==> config.mk <==
export PLATFORM = sky130hd
export DESIGN_NAME = stable_matching_seq
export DESIGN_NICKNAME = d
export VERILOG_FILES = /design/src/rtl/stable_matching_seq.sv
export SDC_FILE = /design/constraint.sdc
export NUM_CORES = 2
export LEC_CHECK = 0
export ABC_AREA = 1
export BUFFER_PORTS_ARGS = -buffer_cell sky130_fd_sc_hd__buf_2
export CELL_PAD_IN_SITES_DETAIL_PLACEMENT = 2
export CELL_PAD_IN_SITES_GLOBAL_PLACEMENT = 2
export CORE_AREA = 2 2 554 336
export DETAILED_ROUTE_END_ITERATION = 12
export DIE_AREA = 0 0 556 338
export PLACE_DENSITY = 0.78
export SLEW_MARGIN = 20
export SYNTH_ARGS = -nofsm -noshare
export SYNTH_HDL_FRONTEND = slang
export SYNTH_SLANG_ARGS = --single-unit
==> constraint.sdc <==
create_clock -name clk -period 12.4 [get_ports clk]
set_clock_uncertainty 0.15 [all_clocks]
set_input_delay 0.62 -clock clk [delete_from_list [all_inputs] [get_ports clk]]
set_output_delay 0.62 -clock clk [all_outputs]
set_load 0.01 [all_outputs]
==> src/rtl/stable_matching_seq.sv <==
// Sequential Gale-Shapley matcher: one proposal per clock, lowest free proposer first.
// state | meaning
// IDLE  | waiting for start after reset
// RUN   | one proposal per edge until no candidate or budget spent
// DONE  | result held; start launches a fresh run
module stable_matching_seq #(
   parameter int S        = 10,
   parameter int R        = 10,
   parameter int Ks       = 10,
   parameter int Kr       = 10,
   parameter int MAX_ITER = S*Ks
) (
   input  logic                                                                  clk,
   input  logic                                                                  rst_n,
   input  logic                                                                  start,
   input  logic [R*Kr*((S>1)?$clog2(S):1)+S*Ks*((R>1)?$clog2(R):1)-1:0]          g,
   output logic                                                                  busy,
   output logic                                                                  done,
   output logic                                                                  timeout,
   output logic [$clog2(MAX_ITER+1)-1:0]                                         iter_count,
   output logic [R*((S>1)?$clog2(S):1)-1:0]                                      o,
   output logic [R-1:0]                                                          r_matched,
   output logic [S-1:0]                                                          s_matched
);
   localparam int LS  = (S > 1) ? $clog2(S) : 1;
   localparam int LR  = (R > 1) ? $clog2(R) : 1;
   localparam int PCW = $clog2(Ks+1);
   localparam int IW  = $clog2(MAX_ITER+1);
   localparam int RW  = R*Kr*LS;
   localparam int SW  = S*Ks*LR;

   localparam logic [1:0] ST_IDLE = 2'd0;
   localparam logic [1:0] ST_RUN  = 2'd1;
   localparam logic [1:0] ST_DONE = 2'd2;

   logic [1:0]       state_q, state_d;
   logic [SW-1:0]    spref_q, spref_d;
   logic [RW-1:0]    rpref_q, rpref_d;
   logic [S*PCW-1:0] pc_q, pc_d;
   logic [IW-1:0]    iter_q, iter_d;
   logic             timeout_q, timeout_d;
   logic [R*LS-1:0]  o_q, o_d;
   logic [R-1:0]     rm_q, rm_d;
   logic [S-1:0]     sm_q, sm_d;

   logic             cand_found;
   logic [LS-1:0]    cand;
   logic [LR-1:0]    r_sel;
   int               r_idx;
   logic [LS-1:0]    holder;
   logic             r_free;
   int               rank_new, rank_old;
   logic             take, drop;

   always_comb begin
      cand_found = 1'b0;
      cand       = '0;
      for (int i = S-1; i >= 0; i--) begin
         if (pc_q[i*PCW +: PCW] != '0 && !sm_q[i]) begin
            cand_found = 1'b1;
            cand       = LS'(i);
         end
      end
   end

   // Next preference entry of the candidate is index Ks-pc.
   always_comb begin
      r_sel = '0;
      for (int i = 0; i < S; i++) begin
         for (int j = 0; j < Ks; j++) begin
            if (cand == LS'(i) && pc_q[i*PCW +: PCW] == PCW'(Ks-j))
               r_sel = spref_q[(i*Ks+j)*LR +: LR];
         end
      end
      r_idx    = int'(r_sel);
      holder   = '0;
      r_free   = 1'b1;
      rank_new = Kr;
      rank_old = Kr;
      for (int i = 0; i < R; i++) begin
         if (r_idx == i) begin
            holder = o_q[i*LS +: LS];
            r_free = !rm_q[i];
            for (int j = Kr-1; j >= 0; j--) begin
               if (rpref_q[(i*Kr+j)*LS +: LS] == cand)   rank_new = j;
               if (rpref_q[(i*Kr+j)*LS +: LS] == holder) rank_old = j;
            end
         end
      end
   end

   always_comb begin
      state_d   = state_q;
      spref_d   = spref_q;
      rpref_d   = rpref_q;
      pc_d      = pc_q;
      iter_d    = iter_q;
      timeout_d = timeout_q;
      o_d       = o_q;
      rm_d      = rm_q;
      sm_d      = sm_q;
      take      = 1'b0;
      drop      = 1'b0;
      case (state_q)
         ST_IDLE, ST_DONE: begin
            if (start) begin
               state_d   = ST_RUN;
               spref_d   = g[RW +: SW];
               rpref_d   = g[RW-1:0];
               for (int i = 0; i < S; i++) pc_d[i*PCW +: PCW] = PCW'(Ks);
               iter_d    = '0;
               timeout_d = 1'b0;
               o_d       = '0;
               rm_d      = '0;
               sm_d      = '0;
            end
         end
         ST_RUN: begin
            if (!cand_found) begin
               state_d   = ST_DONE;
               timeout_d = 1'b0;
            end else if (iter_q == IW'(MAX_ITER)) begin
               state_d   = ST_DONE;
               timeout_d = 1'b1;
            end else begin
               iter_d = iter_q + IW'(1);
               for (int i = 0; i < S; i++)
                  if (cand == LS'(i)) pc_d[i*PCW +: PCW] = pc_q[i*PCW +: PCW] - PCW'(1);
               // Out-of-range receiver: the proposal is spent with no match change.
               if (r_idx < R) begin
                  for (int i = 0; i < R; i++) begin
                     if (r_idx == i) begin
                        if (r_free) begin
                           o_d[i*LS +: LS] = cand;
                           rm_d[i]         = 1'b1;
                           take            = 1'b1;
                        end else if (rank_new < rank_old) begin
                           o_d[i*LS +: LS] = cand;
                           take            = 1'b1;
                           drop            = 1'b1;
                        end
                     end
                  end
                  for (int k = 0; k < S; k++) begin
                     if (drop && holder == LS'(k)) sm_d[k] = 1'b0;
                     if (take && cand == LS'(k))   sm_d[k] = 1'b1;
                  end
               end
            end
         end
         default: state_d = ST_IDLE;
      endcase
   end

   always_ff @(posedge clk or negedge rst_n) begin
      if (!rst_n) begin
         state_q   <= ST_IDLE;
         spref_q   <= '0;
         rpref_q   <= '0;
         pc_q      <= '0;
         iter_q    <= '0;
         timeout_q <= 1'b0;
         o_q       <= '0;
         rm_q      <= '0;
         sm_q      <= '0;
      end else begin
         state_q   <= state_d;
         spref_q   <= spref_d;
         rpref_q   <= rpref_d;
         pc_q      <= pc_d;
         iter_q    <= iter_d;
         timeout_q <= timeout_d;
         o_q       <= o_d;
         rm_q      <= rm_d;
         sm_q      <= sm_d;
      end
   end

   assign busy       = (state_q == ST_RUN);
   assign done       = (state_q == ST_DONE);
   assign timeout    = timeout_q;
   assign iter_count = iter_q;
   assign o          = o_q;
   assign r_matched  = rm_q;
   assign s_matched  = sm_q;
endmodule

[Word level (Yosys, flattened, before mapping)]
Index checks and enable logic that the tools add are counted.
Storage, ports and cells
  memory bits (writable): 0
  latch bits: 0
  ROM bits: 0
  bits in registers: 910
  memories kept: 0
Cells by class
  $mul: 0
  bitwise gates (word level): 0
  shifts and indexed selects: 0
  eq/ne operators: 367
  $add $sub $neg: 11
  reduce and logical (&&, ||, !) cells: 211
  divide/modulo/power cells: 0
  mux-type cells: 542
  order comparisons: 2
Operators by type and width (number)
  32-bit two-way mux: 218
  4-bit == test: 200
  4-bit two-way mux: 142
  40-bit two-way mux: 7
  4-bit by 3-bit == test with 1-bit output (second input constant): 50
  4-bit == test (second input constant): 40
  40-bit one-hot mux with 2 select lines: 2
  1-bit two-way mux: 153
  7-bit AND reduction: 20
  1-bit logical AND: 130
  4-bit by 2-bit == test with 1-bit output (second input constant): 25
  10-bit two-way mux: 7
  6-bit AND reduction: 10
  5-bit AND reduction: 10
  4-bit by 1-bit == test with 1-bit output (second input constant): 12
  2-bit by 1-bit inequality test with 1-bit output (second input constant): 23
  10-bit one-hot mux with 2 select lines: 2
  4-bit nonzero test: 10
  4-bit by 1-bit subtractor with 4-bit output (second input constant): 10
  3-bit by 1-bit inequality test with 1-bit output (second input constant): 11
  32-bit logical NOT: 1
  32-bit less-than comparator: 1
  7-bit two-way mux: 3
  1-bit logical NOT: 20
  other kinds (18): 26

[Depth between registers and ports, before layout]
  word-level depth: 273
  gate-level depth with buffers: 205

[Worst setup path after synthesis]
No wires, ideal clock.
  kind: reg2reg
  from: register pc_q[0]
  to: register o_q[4] (netlist: o[4])
  period minus slack after synthesis: 12082 ps
  data arrival time: 11803 ps
  path slack: 318 ps
  setup time: 129 ps
  cell stages (with the launch flop): 200
  path buffers: 0
  path through: dfrtp_1 inv_1 ha_1 clkinv_1 o21bai_4 nand2_2 inv_2 nand2_2 nor2_2 nor2_4 nand3_4 inv_2 nand2_1 o21ai_1 o211ai_1 nand3_1 o21ai_1 nand2_1 (+164 left out) nand3_1 nand2_1 nand2_1 nand2_1 nand2_1 nand2_1 nand2_1 nand2_1 a21oi_1 nand2_1 nand2_1 nand2_1 nand2_2 nand2_4 nand2_8 nand3_4 nand2_1 o21ai_1
On the way
  cells in the longest elaborated chain, start to end: 209
  elaborated cells between the ends (all ways): 568
RTL lines
  start, declared: RTL line 39  | logic [S*PCW-1:0] pc_q, pc_d;
  start signal, assigned: RTL line 170  | pc_q <= pc_d;
  4-bit nonzero test: RTL line 59  | if (pc_q[i*PCW +: PCW] != '0 && !sm_q[i]) begin
  1-bit logical AND: RTL line 59
  4-bit two-way mux: RTL line 59
  4-bit logical NOT: RTL line 71  | if (cand == LS'(i) && pc_q[i*PCW +: PCW] == PCW'(Ks-j))
  1-bit logical AND: RTL line 71
  4-bit two-way mux (100 in a row): RTL line 71
  4-bit logical NOT: RTL line 81  | if (r_idx == i) begin
  32-bit two-way mux: RTL line 81
  (+76 left out)
  32-bit two-way mux: RTL line 81
  32-bit two-way mux (on tied branches) (10 in a row): RTL line 85, 86
  32-bit two-way mux: RTL line 81
  32-bit two-way mux (on tied branches) (10 in a row): RTL line 85, 86
  32-bit two-way mux: RTL line 81
  32-bit less-than comparator: RTL line 137  | end else if (rank_new < rank_old) begin
  3-bit by 1-bit inequality test with 1-bit output (no line)
  7-bit AND reduction (no line)
  end signal, assigned: RTL line 163  | o_q <= '0;
  end signal, assigned: RTL line 173  | o_q <= o_d;
  end, declared: RTL line 42  | logic [R*LS-1:0] o_q, o_d;
Several ways; a longest one is shown, not always the timed one. The select of a mux whose other input is x is not followed.
A chain may end at the register's enable or synchronous reset.

[Final worst setup path]
  from: register pc_q[29]
  to: register o_q[9] (netlist: o[9])
On the way
  cells in the longest elaborated chain, start to end: 216
  elaborated cells between the ends (all ways): 582
RTL lines (RTL line)
  4-bit nonzero test: 59
  1-bit logical AND: 59
  4-bit two-way mux (8 in a row): 59
  4-bit logical NOT: 71
  1-bit logical AND: 71
  4-bit two-way mux (100 in a row): 71
  4-bit logical NOT: 81
  32-bit two-way mux: 81
  (+76 left out)
  32-bit two-way mux: 81
  32-bit two-way mux (on tied branches) (10 in a row): 85, 86
  32-bit two-way mux: 81
  32-bit two-way mux (on tied branches) (10 in a row): 85, 86
  32-bit two-way mux: 81
  32-bit less-than comparator: 137
  3-bit by 1-bit inequality test with 1-bit output (no line)
  7-bit AND reduction (no line)
Several ways; a longest one is shown, not always the timed one. The select of a mux whose other input is x is not followed.

==> metrics.yaml <==
dr_wl_met3_um: 19800
first_global_vias: 70500
detail-route-antenna-nets: 0
cpMostUsedCell: "nand2_1"
final-setup-viol-count: 50
maxUsedRoutingLayer: "met5"
wl_met1_um: 133000
power.internal_mw: 12.0
synth_edf_count: 0
wirelength_um: 339000
p_sw_mw: 12.7
final_common_cell: "nand2_1"
dp_hpwl_um: 195000
avgViaCountPerCell: 5.35
design_area_um2: 76400
ys_async_sr_fraction_pct: 100
place_inst: 10600
grt_pass1_wl_um: 482000
yosysWarnings: 0
drt-pass1-iter-count: 5
violations: "setup timing"
grt_usage_pct: 34.4
drc: 0
fin_ws_ns: -4.65
die_area_um2: 188000
max_stage_delay_ns: 0.40
root_buffer: "clkbuf_16"
cts.htree.levels: 3
crit_family: "simple AND/OR/NAND/NOR gates"
final_nets: 9977
layout-drive-gt1-share_pct: 23.0
tns_ns: -227.16
grt_antenna_before_repair: 93
final_cell_mix: "nand2_1, dfrtp_1, buf_2, dlygate4sd3_1, buf_4"
synth_ff_type: "dfrtp_1"
outcome: "finished with violations"
critPathRequiredTime_ns: 12.91
core-area_um2: 183000
clkPwrFrac_pct: 14.6
rsz0062_at_grt: "yes"
cts.sinks: 910
place.gp.congestion: 0.926
clkLatencyLatePin_ns: 0.76
cts_tree: "done"
io_pins: 873
cpMaxStageDelayCell: "dfrtp_1"
ir_drop_mv: 0.667
hold_path_class: "input port to register"
dr_total_vias: 62600
drv_slew: 0
synth.distinct_cells: 61
cp-end-kind: "register"
synth-seq-cells: 910
path_class: "register to register"
fmax_mhz: 58.6
netlist_instances: 7113
cts_buffer_depth: 3
p_comb_share_pct: 61.1
worst_pin_slew_ns: 1.19
std_cell_rows: 122
met2WireLength_um: 161000
worst_setup_path_start_kind: "register"
placement.io_buffers: 872
hold_viol: 0
initial_core_util_pct: 28.9
synth.avg_cell_area_um2: 7.43
wl_per_cell_um: 29.0
syn2layout_area_growth_pct: 44.6
crit_arrival_ns: 17.56
grt_max_degree: 192
fin_crit_sh_pct: 138
path_clk_slew_ns: 0.07
power_mw: 24.7
cellPowerDensity_nw_per_um2: 324
syn_area_um2: 52800
synth_fp_nets: 7970
instances_no_fill: 11700
maxCapViolations: 0
swShare_pct: 51.5
chipHeight_um: 338
cts_made_buffers: 103
period_needed_ns: 17.05
rrSetupSlack_ns: -4.65
max-slew-margin-rel_pct: 20.8
die_x_um: 556
drt_iter0_markers: 4844
p_leak_nw: 38.4
yosysSeqAreaShare_pct: 43.1
p_seq_share_pct: 24.4
critPathBufInv: 18
overflow: 0
worstPathMaxFanout: 8
dpl_cell_area_um2: 62900
[cell usage after synthesis, drive strengths merged, types with 14 or more instances]
library cell,n,area (µm²)
inv,371,1390
a31oi,24,150
ha,54,676
clkbuf,226,848
clkinv,15,56.3
dfrtp,910,22800
o31ai,16,120
nand2,3277,12400
a21oi,179,911
xnor2,438,3840
nor2,310,1200
nand4,145,922
nand3,261,1440
a211oi,19,143
o21bai,14,143
a21boi,14,105
o21ai,166,831
nor3,121,683
or2,107,669
and3,16,100
xor2,232,2030
a2111oi,31,272
o2111ai,26,228
buf,73,407
[kinds of logic (layout without fill, tap and decap cells)]
kind of cell / count (synthesis) / after routing / synth area share (%)
xor gates and xnor gates: 670 / 670 / 11.1
other: 0 / 76 / 0
DFF: 910 / 910 / 43.1
AOI/OAI and AO/OA: 536 / 536 / 6.18
buffers and inverters: 685 / 2779 / 5.12
adders and majority gates: 54 / 54 / 1.28
and+or+nand+nor: 4258 / 4259 / 33.2
[worst min-delay path: stages]
cell and delay [ns]:
buf_2 0.09, nand2_1 0.10, o21ai_0 0.10
[what timing repair did]
action                     4_1_cts  5_1_grt
setup buffers                   26       27
gates resized for setup         88      283
hold buffers                   778        0
cloned                           1        1
hold endpoints to repair       845        0
setup endpoints to repair       50       60
pin swaps                       42      163
[flip-flops by register name, indices dropped and copies added, names as in the netlist]
signal	cells
rpref_q	400
spref_q	400
o	40
pc_q	40
r_matched	10
s_matched	10
iter_count	7
state_q	2
timeout	1
[power groups by stage]
stage / Combinational, mW / Sequential (mW) / Clock [mW]
after global routing: 16.2 / 6.10 / 3.74
after detailed placement: 12.0 / 5.75 / 0
after floorplan: 6.99 / 5.20 / 0
after CTS: 13.1 / 5.74 / 3.52
after global placement: 11.5 / 5.65 / 0
final: 15.1 / 6.03 / 3.60
[cell type report]
class	instances	area, µm²
Tap cell	2418	3030
Clock buffer	131	2890
Inverter	386	1470
Antenna cell	76	190
Multi-Input combinational cell	5519	28600
Sequential cell	910	22800
Fill cell	20600	107000
Timing Repair Buffer	2200	16600
Clock inverter	62	812
[layer usage]
| metal | vias to the layer above | GRT usage [%] |
|---|---|---|
| met5 | - | 0 |
| met4 | 26 | 22.7 |
| met3 | 1290 | 6.31 |
| met2 | 2929 | 57.6 |
| met1 | 31800 | 40.6 |
| li1 | 26500 | - |
[worst paths after layout]
check                            startpoint            to  cells after the start
worst max-delay path               pc_q[29]          o[9]                    188
worst min-delay path                 g[483]   spref_q[83]                      3
worst max register to register     pc_q[29]          o[9]                    188
worst min register to register  spref_q[91]   spref_q[91]                      2
max in group asynchronous             rst_n       pc_q[7]                      5
min in group asynchronous             rst_n  rpref_q[203]                      2
[through the flow]
stage	hold WS [ns]	utilization (%)	worst slack, ns
after detailed placement	0.306	34.4	-3.90
after floorplan	0.174	-	0.318
after global routing	0.0398	41.7	-6.02
after global placement	0.301	34.4	-3.15
after CTS	0.00108	40.9	-3.57
final	0.0604	41.7	-4.65
Power figures use the tool's default switching activity.
